<file path="config.mk">
export PLATFORM = sky130hd
export DESIGN_NAME = muldiv_seq
export DESIGN_NICKNAME = d
export VERILOG_FILES = /design/src/rtl/muldiv_pkg.sv /design/src/rtl/muldiv_seq_div_step.sv /design/src/rtl/muldiv_seq.sv
export SDC_FILE = /design/constraint.sdc
export NUM_CORES = 2
export LEC_CHECK = 0
export ABC_AREA = 0
export CAP_MARGIN = 20
export CORE_ASPECT_RATIO = 1.25
export CORE_MARGIN = 2
export CORE_UTILIZATION = 60
export CTS_CLUSTER_SIZE = 30
export DETAILED_ROUTE_END_ITERATION = 16
export PLACE_DENSITY = 0.85
export SETUP_SLACK_MARGIN = 0.05
export SLEW_MARGIN = 25
export SYNTH_ARGS = -nofsm -noshare
export SYNTH_HDL_FRONTEND = slang
export SYNTH_SLANG_ARGS = --single-unit
</file>
<file path="constraint.sdc">
create_clock -name clk -period 10.1 [get_ports clk]
set_input_delay 3.03 -clock clk [delete_from_list [all_inputs] [get_ports clk]]
set_output_delay 3.03 -clock clk [all_outputs]
set_load 0.01 [all_outputs]
</file>
<file path="src/rtl/muldiv_pkg.sv">
// Shared types and constants for the HI/LO multiply/divide sequencer.
package muldiv_pkg;

    localparam int XLEN     = 32;
    localparam int DIV_ITER = 32;
    localparam int CNT_W    = 6;

    typedef enum logic [1:0] {
        ST_IDLE = 2'd0,
        ST_MUL  = 2'd1,
        ST_DIV  = 2'd2,
        ST_FIX  = 2'd3
    } md_state_e;

    // Two's-complement negate when neg is set; also used to take magnitudes.
    function automatic logic [XLEN-1:0] cond_neg(input logic [XLEN-1:0] v, input logic neg);
        return neg ? -v : v;
    endfunction

endpackage

</file>
<file path="src/rtl/muldiv_seq_div_step.sv">
// One radix-2 restoring division iteration: shift {rem,quo} left, trial-subtract the divisor.
module div_step
    import muldiv_pkg::*;
(
    input  logic [XLEN-1:0] i_rem,
    input  logic [XLEN-1:0] i_quo,
    input  logic [XLEN-1:0] i_divisor,
    output logic [XLEN-1:0] o_rem,
    output logic [XLEN-1:0] o_quo
);

    logic [XLEN:0]   w_sh;
    logic            w_ge;
    logic [XLEN-1:0] w_diff;

    // The shifted partial remainder can reach 33 bits, so compare at full width.
    assign w_sh   = {i_rem, i_quo[XLEN-1]};
    assign w_ge   = (w_sh >= {1'b0, i_divisor});
    assign w_diff = XLEN'(w_sh - {1'b0, i_divisor});

    assign o_rem = w_ge ? w_diff : w_sh[XLEN-1:0];
    assign o_quo = {i_quo[XLEN-2:0], w_ge};

endmodule

</file>
<file path="src/rtl/muldiv_seq.sv">
// HI/LO multiply/divide sequencer: fixed-latency multiply, iterative restoring divide,
// MTHI/MTLO writes, and a stall towards the hazard unit while an operation is in flight.
//
//   state | meaning
//   ------+---------------------------------------------------------------
//   IDLE  | accepting requests; MTHI/MTLO and MUL_LAT=1 multiplies finish here
//   MUL   | product held, counting down to the HI/LO write
//   DIV   | one restoring step per cycle, 32 steps
//   FIX   | apply quotient/remainder signs, write LO/HI
module muldiv_seq
    import muldiv_pkg::*;
#(
    parameter int MUL_LAT = 3
) (
    input  logic            clk,
    input  logic            rst_n,
    input  logic            mul_en,
    input  logic            div_en,
    input  logic            is_signed,
    input  logic            mthi,
    input  logic            mtlo,
    input  logic            mfhi,
    input  logic            mflo,
    input  logic            flush,
    input  logic [XLEN-1:0] rs_val,
    input  logic [XLEN-1:0] rt_val,
    output logic [XLEN-1:0] hi,
    output logic [XLEN-1:0] lo,
    output logic            busy,
    output logic            stall,
    output logic            div_by_zero
);

    md_state_e         r_state;
    md_state_e         w_state_nxt;

    logic [CNT_W-1:0]  r_cnt;
    logic [2*XLEN-1:0] r_prod;
    logic [XLEN-1:0]   r_hi;
    logic [XLEN-1:0]   r_lo;
    logic [XLEN-1:0]   r_rem;
    logic [XLEN-1:0]   r_quo;
    logic [XLEN-1:0]   r_dvs;
    logic              r_qneg;
    logic              r_rneg;
    logic              r_dbz;

    logic              w_acc_mul;
    logic              w_acc_div;
    logic              w_acc_mthi;
    logic              w_acc_mtlo;
    logic              w_dbz;
    logic              w_mul_tick;
    logic              w_mul_wr;
    logic              w_div_step;
    logic              w_fix_wr;
    logic              w_abort;

    logic              w_rs_neg;
    logic              w_rt_neg;
    logic [XLEN-1:0]   w_rs_mag;
    logic [XLEN-1:0]   w_rt_mag;
    logic [2*XLEN-1:0] w_mul_a;
    logic [2*XLEN-1:0] w_mul_b;
    logic [2*XLEN-1:0] w_prod;
    logic [XLEN-1:0]   w_rem_nxt;
    logic [XLEN-1:0]   w_quo_nxt;

    assign w_rs_neg = is_signed & rs_val[XLEN-1];
    assign w_rt_neg = is_signed & rt_val[XLEN-1];
    assign w_rs_mag = cond_neg(rs_val, w_rs_neg);
    assign w_rt_mag = cond_neg(rt_val, w_rt_neg);

    // Sign- or zero-extend to 64 bits; the low 64 bits of the product are exact either way.
    assign w_mul_a = {{XLEN{w_rs_neg}}, rs_val};
    assign w_mul_b = {{XLEN{w_rt_neg}}, rt_val};
    assign w_prod  = w_mul_a * w_mul_b;

    div_step u_div_step (
        .i_rem     (r_rem),
        .i_quo     (r_quo),
        .i_divisor (r_dvs),
        .o_rem     (w_rem_nxt),
        .o_quo     (w_quo_nxt)
    );

    always_ff @(posedge clk or negedge rst_n) begin
        if (!rst_n) begin
            r_state <= ST_IDLE;
        end else begin
            r_state <= w_state_nxt;
        end
    end

    always_comb begin
        w_state_nxt = r_state;
        w_acc_mul   = 1'b0;
        w_acc_div   = 1'b0;
        w_acc_mthi  = 1'b0;
        w_acc_mtlo  = 1'b0;
        w_dbz       = 1'b0;
        w_mul_tick  = 1'b0;
        w_mul_wr    = 1'b0;
        w_div_step  = 1'b0;
        w_fix_wr    = 1'b0;
        w_abort     = 1'b0;
        case (r_state)
            ST_IDLE: begin
                if (!flush) begin
                    if (div_en) begin
                        if (rt_val == '0) begin
                            w_dbz = 1'b1;
                        end else begin
                            w_acc_div   = 1'b1;
                            w_state_nxt = ST_DIV;
                        end
                    end else if (mul_en) begin
                        w_acc_mul = 1'b1;
                        if (MUL_LAT > 1) begin
                            w_state_nxt = ST_MUL;
                        end
                    end else if (mthi) begin
                        w_acc_mthi = 1'b1;
                    end else if (mtlo) begin
                        w_acc_mtlo = 1'b1;
                    end
                end
            end
            ST_MUL: begin
                if (flush) begin
                    w_abort     = 1'b1;
                    w_state_nxt = ST_IDLE;
                end else begin
                    w_mul_tick = 1'b1;
                    if (r_cnt == CNT_W'(1)) begin
                        w_mul_wr    = 1'b1;
                        w_state_nxt = ST_IDLE;
                    end
                end
            end
            ST_DIV: begin
                if (flush) begin
                    w_abort     = 1'b1;
                    w_state_nxt = ST_IDLE;
                end else begin
                    w_div_step = 1'b1;
                    if (r_cnt == CNT_W'(DIV_ITER - 1)) begin
                        w_state_nxt = ST_FIX;
                    end
                end
            end
            ST_FIX: begin
                w_state_nxt = ST_IDLE;
                if (flush) begin
                    w_abort = 1'b1;
                end else begin
                    w_fix_wr = 1'b1;
                end
            end
            default: begin
                w_state_nxt = ST_IDLE;
            end
        endcase
    end

    always_ff @(posedge clk or negedge rst_n) begin
        if (!rst_n) begin
            r_cnt  <= '0;
            r_prod <= '0;
            r_hi   <= '0;
            r_lo   <= '0;
            r_rem  <= '0;
            r_quo  <= '0;
            r_dvs  <= '0;
            r_qneg <= 1'b0;
            r_rneg <= 1'b0;
            r_dbz  <= 1'b0;
        end else begin
            r_dbz <= w_dbz;

            if (w_acc_mul) begin
                r_prod <= w_prod;
                r_cnt  <= CNT_W'(MUL_LAT - 1);
                if (MUL_LAT == 1) begin
                    {r_hi, r_lo} <= w_prod;
                end
            end

            if (w_acc_div) begin
                r_rem  <= '0;
                r_quo  <= w_rs_mag;
                r_dvs  <= w_rt_mag;
                r_qneg <= w_rs_neg ^ w_rt_neg;
                r_rneg <= w_rs_neg;
                r_cnt  <= '0;
            end

            if (w_acc_mthi) begin
                r_hi <= rs_val;
            end
            if (w_acc_mtlo) begin
                r_lo <= rs_val;
            end

            if (w_mul_tick) begin
                r_cnt <= r_cnt - CNT_W'(1);
            end
            if (w_mul_wr) begin
                {r_hi, r_lo} <= r_prod;
            end

            if (w_div_step) begin
                r_rem <= w_rem_nxt;
                r_quo <= w_quo_nxt;
                r_cnt <= r_cnt + CNT_W'(1);
            end

            // Magnitude division wraps -2^31 / -1 back to 0x80000000 with no special case.
            if (w_fix_wr) begin
                r_lo <= cond_neg(r_quo, r_qneg);
                r_hi <= cond_neg(r_rem, r_rneg);
            end

            if (w_abort) begin
                r_cnt <= '0;
            end
        end
    end

    assign hi          = r_hi;
    assign lo          = r_lo;
    assign busy        = (r_state != ST_IDLE);
    assign stall       = busy & (mul_en | div_en | mthi | mtlo | mfhi | mflo);
    assign div_by_zero = r_dbz;

endmodule

</file>
* After elaboration in Yosys (flattened, before gate mapping)
Cells that the tools add are included.
Cells by class: $add $sub $neg 7, multiply operators 1, magnitude comparators 1, equality and inequality tests 10, muxes and demuxes 61, bitwise logic cells 9, reduce and logical (&&, ||, !) cells 9
Operator list (number):
- 32-bit 2-to-1 mux | 15
- 32-bit negation | 4
- 33-bit by 33-bit multiplier with 64-bit output | 1
- 33-bit by 32-bit >= comparator with 1-bit output | 1
- 32-bit logical NOT | 1
- 1-bit 2-to-1 mux | 32
- 32-bit subtractor | 1
- 6-bit 2-to-1 mux | 5
- 2-bit 2-to-1 mux | 8
- 3-bit != test (second input constant) | 4
- 2-bit one-hot mux with 4 select lines | 1
- 6-bit by 1-bit adder with 6-bit output (second input constant) | 1
- 6-bit by 1-bit equality test with 1-bit output (second input constant) | 1
- 6-bit by 5-bit equality test with 1-bit output (second input constant) | 1
- 3-bit nonzero test | 2
- 6-bit by 1-bit subtractor with 6-bit output (second input constant) | 1
- 1-bit OR | 5
- 5-bit AND reduction | 1
- 5-bit nonzero test | 1
- 2-bit equality test (second input constant) | 2
- 2-bit nonzero test | 2
- 1-bit AND | 3
- 3-bit OR reduction | 1
- 2-bit by 1-bit equality test with 1-bit output (second input constant) | 1
- other kinds (3) | 3
Storage, ports and cells: bits in registers 235, bits of input ports 74

* Logic depth before layout (Yosys ltp)
word-level depth 9, depth in mapped cells 32

* By module
From an unflattened synthesis, not the netlist that was laid out.
Second synthesis, totals: cell total of the unflattened synthesis 6137, area, all modules 53500.1 um2
Modules (own cells, without submodules):
- muldiv_seq | times used 1, cells each 5782, area an instance 50928.8 um2
- div_step | times used 1, cells each 355, area an instance 2571.2 um2

* Worst setup path after synthesis
OpenSTA, ideal clock, no wires.
path kind in2reg, start point input port rs_val[31], end point register r_prod[58], library setup time 69 ps, arrival 11430 ps, required time 10031 ps, path slack -1399 ps, stages on the path 27, buffers on the path 4, cells stage by stage clkbuf_1 > and2_1 > clkbuf_1 > clkbuf_1 > buf_1 > nand2_1 > inv_1 > fa_1 > fa_1 > fa_1 > inv_1 > fa_1 > inv_1 > fa_1 > fa_1 > inv_1 > fa_1 > fa_1 > inv_1 > ha_1 > and3_1 > nand2_1 > or4_1 > nor3_1 > o31ai_1 > or4_1 > nand3_1
Between the ends: longest elaborated chain between the ends 2
RTL lines:
- from (decl) | RTL line muldiv_seq.sv:25 | input logic [XLEN-1:0] rs_val,
- 1-bit AND | RTL line muldiv_seq.sv:69 | assign w_rs_neg = is_signed & rs_val[XLEN-1];
- 33-bit by 33-bit multiplier with 64-bit output * | RTL line muldiv_seq.sv:77 | assign w_prod = w_mul_a * w_mul_b;
- to (signal assigned) | RTL line muldiv_seq.sv:182 | r_prod <= w_prod;
- to (decl) | RTL line muldiv_seq.sv:38 | logic [2*XLEN-1:0] r_prod;
Every way passes the cells marked *; elsewhere a longest branch is shown, timed or not. A chain may end at the register's enable or synchronous reset.

* Final worst setup path
start point input port rt_val[4], end point register r_prod[52]
Between the ends: longest elaborated chain between the ends 1
RTL lines:
- from (decl) | RTL line muldiv_seq.sv:26 | input logic [XLEN-1:0] rt_val,
- 33-bit by 33-bit multiplier with 64-bit output | RTL line muldiv_seq.sv:77
No other way between the ends.

==> summary.txt <==
Status
  – Outcome: finished, violations left
  – Violated checks: setup timing

Logic synthesis
  – Synth top cells by count: 1179 x inv_1, 1126 x fa_1, 1076 x nand2_1
  – Sequential share of the synthesized area: 11.2%
  – Largest cells by area after synthesis: fa_1 43%, dfrtp_1 11%, inv_1 8.4%
  – Syn. warnings: 0
  – Area leader, netlist: fa_1
  – #FFs+latches synth: 235
  – Ys flop type: dfrtp_1
  – Share of the synthesized area in the top cell type: approximately 43%
  – Post-synth EDFFs: 0
  – Mapped Nets: 7458
  – Distinct cells, synth: 75
  – Synth Area in Simple Gates: 16.1%
  – Mux contribution to synthesized area: 0.610%
  – Most frequent cell after synthesis: inv_1
  – Synth Cell Area: 0.0525 mm^2
  – Compound-Gate Fraction of Synth Area: 8.39%
  – Xor/xnor share of the synthesized area: 3.54%
  – Avg Cell Area, Syn: ~9 um^2
  – Synth Area in Adders: 48.9%
  – Post-synth ARST share: 100%
  – Largest family of logic cells by synthesized area: adder cells
  – Cells after Synth: 6007

Floorplan
  – Row cnt: 121
  – Core footprint: 0.0869 mm^2
  – Top Ports: 141
  – Die X: 269 um
  – Die Ht: 335 um
  – Initial Utilization: 60.4%
  – DIE AREA: 0.0899 mm^2

Clocking
  – Clock transition at the registers of the reported paths: 0.06 ns
  – Clock sinks: between 200 and 250
  – Worst-skew pair later-pin latency: 0.55 ns
  – Clock buffer depth: 3
  – CTS Buf Count: 24
  – CTS root buf: clkbuf_16
  – H-tree depth: 1
  – CTS tree: built

Placement
  – GPL Wtd Cong: 1.03
  – Post-DP HPWL: 140 mm
  – Post-DP Area: just under 0.06 mm^2
  – I/O Buffers: 140

Drt
  – DR vias: between 40000 and 50000
  – Routed wire per std cell: 25.1 um
  – First-pass DRT Iterations: 8
  – DR iter-0 viols: 5738
  – Post-Route WL: 191 mm
  – Post-route DRC: 0
  – Final antenna-violating net count: 0
  – Drt via density: 6.16

GRT
  – Antenna violations before repair: 11
  – Largest net degree at the start of global routing: 156
  – First-pass GRT wire length: 263 mm
  – Total grt overflow: 0
  – Vias in the first global route: 48362
  – Overall routing resource usage: approximately two fifths

Cells and area
  – Fillers: 5809
  – Multi-input logic area: 0.0418 mm^2
  – Area grow syn2layout: 18.4%
  – Design Area, Final: 0.0622 mm^2
  – Share of layout cells above drive strength 1: 13.9%
  – Nets: between 7000 and 8000
  – FF/Latch Area: 0.00588 mm^2
  – Core Util, Final: 71.6%

STA
  – RSZ-0062 raised after global routing: yes
  – Final Hold Fails: 0
  – Max Fclk: 98.5 MHz
  – Final setup fails: 2
  – Final Max Tran Viols: 0
  – Worst slew pin tran: 1.10 ns
  – Final min period: about 10 ns
  – Final period util: 100%
  – TNS Setup: -0.0969 ns
  – Relative slew slack: a little over a quarter
  – Max Clock Skew: about 0.013 ns
  – PnR worst setup slack: -0.0492 ns
  – Hold WS: between 0.4 and 0.5 ns

Setup path
  – CP arrival: 10.62 ns
  – Largest fanout on the critical path: 8
  – Worst Setup Path Type: in -> reg
  – CP startpoint kind: input port
  – FF-to-FF Start: r_rem[0]$_DFFE_PN0P_
  – RR Endpoint: hi[30]$_DFFE_PN0P_
  – Worst Setup End Kind: flip-flop
  – Worst reg-to-reg path cell count: 11
  – Setup slack, reg-to-reg: 6.01 ns
  – Req. time, crit path: roughly 11 ns

Flow run
  – Max cap viols: 0

Min path
  – Min-Delay Path Class: reg -> reg
  – Hold Crit Endpoint: hi[19]$_DFFE_PN0P_
  – Worst hold path depth: 2
  – Hold_sp: hi[19]$_DFFE_PN0P_
-- cells by family (layout without fill, tap and decap cells) --
logic type	Yosys count	after routing
AO/OA/AOI/OAI	735	735
buffers and inverters	1563	1995
XOR/XNOR	212	212
adder cells (fa/ha/maj)	1377	1377
multiplexers	32	32
other	0	4
AND/OR/NAND/NOR	1853	1853
flip-flops	235	235
-- metrics by stage --
step / worst slack, ns / instances
after floorplan: -0.288 / 6007
after global placement: -0.657 / 7472
after detailed placement: -0.800 / 7472
after CTS: 0.0503 / 7522
after global routing: -0.175 / 7609
final: -0.0492 / 7611
-- per-layer routing --
metal	GRT usage, %	wire length [um]	vias up
met1	44.3	57800	22768
met4	31.2	22600	8
met2	62.3	85500	3658
met5	0	51	-
met3	8.47	25100	1506
li1	-	-	18960
-- worst max-delay path by stage --
| stage | from | endpoint | cells after the start | slack (ns) |
|---|---|---|---|---|
| global placement | rs_val[24] | r_prod[31]$_DFFE_PN0P_ | 30 | -0.66 |
| floorplan | rs_val[31] | r_prod[58]$_DFFE_PN0P_ | 27 | -0.29 |
| global route | rt_val[4] | r_prod[52]$_DFFE_PN0P_ | 27 | -0.18 |
| finish | rt_val[4] | r_prod[52]$_DFFE_PN0P_ | 27 | -0.05 |
| CTS | rt_val[8] | r_prod[58]$_DFFE_PN0P_ | 26 | 0.05 |
| detailed placement | rt_val[31] | r_prod[62]$_DFFE_PN0P_ | 28 | -0.80 |
-- layout make-up --
cell class              instances  area share, %
well taps                    1168           2.35
diodes                          4         0.0161
repair buffers                771           12.5
inverters                    1180           7.14
clock buffers                  34           1.14
flip-flops and latches        235           9.46
multi-input cells            4209           67.2
clock inverters                10          0.221
-- what timing repair did --
action                                  CTS  global route
gates cloned                              0            18
endpoints found under the setup margin   29            33
pin swaps                                24           126
buffers inserted                          6            68
gates resized for setup                  51           299
hold buffers                              0             0
-- flip-flops by register name, indices dropped and copies added, names as in the netlist --
signal       count
div_by_zero      1
hi              32
lo              32
r_cnt            6
r_dvs           32
r_prod          64
r_qneg           1
r_quo           32
r_rem           32
r_rneg           1
r_state          2
-- cell usage in the layout, fill, tap and decap left out, types with 14 or more instances in the layout --
master / instances
and2_1: 348
fa_2: 42
or3_1: 18
buf_4: 480
ha_1: 223
fa_1: 1084
buf_12: 83
or4_1: 19
nand2_1: 1065
nor3_1: 29
inv_2: 26
xnor2_1: 146
nand2b_1: 15
dfrtp_1: 235
a31oi_1: 14
xor2_1: 65
nand3_1: 48
a22oi_1: 19
mux2i_1: 32
o211ai_1: 15
a21oi_1: 193
o21ai_0: 260
nor4_1: 18
inv_1: 1150
clkdlybuf4s50_1: 83
ha_4: 25
dlymetal6s2s_1: 38
a21o_1: 37
and3_1: 23
buf_6: 37
nor2_1: 172
o31ai_1: 39
clkbuf_16: 42
-- critical path: stages --
cell and delay (ns):
dlymetal6s2s_1 0.51, buf_12 0.24, and3_4 0.23, fa_2 0.47, fa_2 0.52, fa_2 0.60
clkinv_4 0.11, buf_4 0.15, fa_1 0.55, inv_2 0.05, fa_1 0.55, fa_1 0.43
fa_1 0.49, inv_1 0.05, fa_1 0.48, inv_1 0.06, ha_4 0.28, buf_4 0.11
nand2_1 0.09, nor4_2 0.26, buf_4 0.15, nand2_1 0.06, o211ai_1 0.30, buf_4 0.23
o21ai_2 0.06, or4_1 0.43, nand3_1 0.12
Power is left out: the tool's default activity adds up to more than one toggle a clock period on the data nets, which glitch-free logic cannot reach.
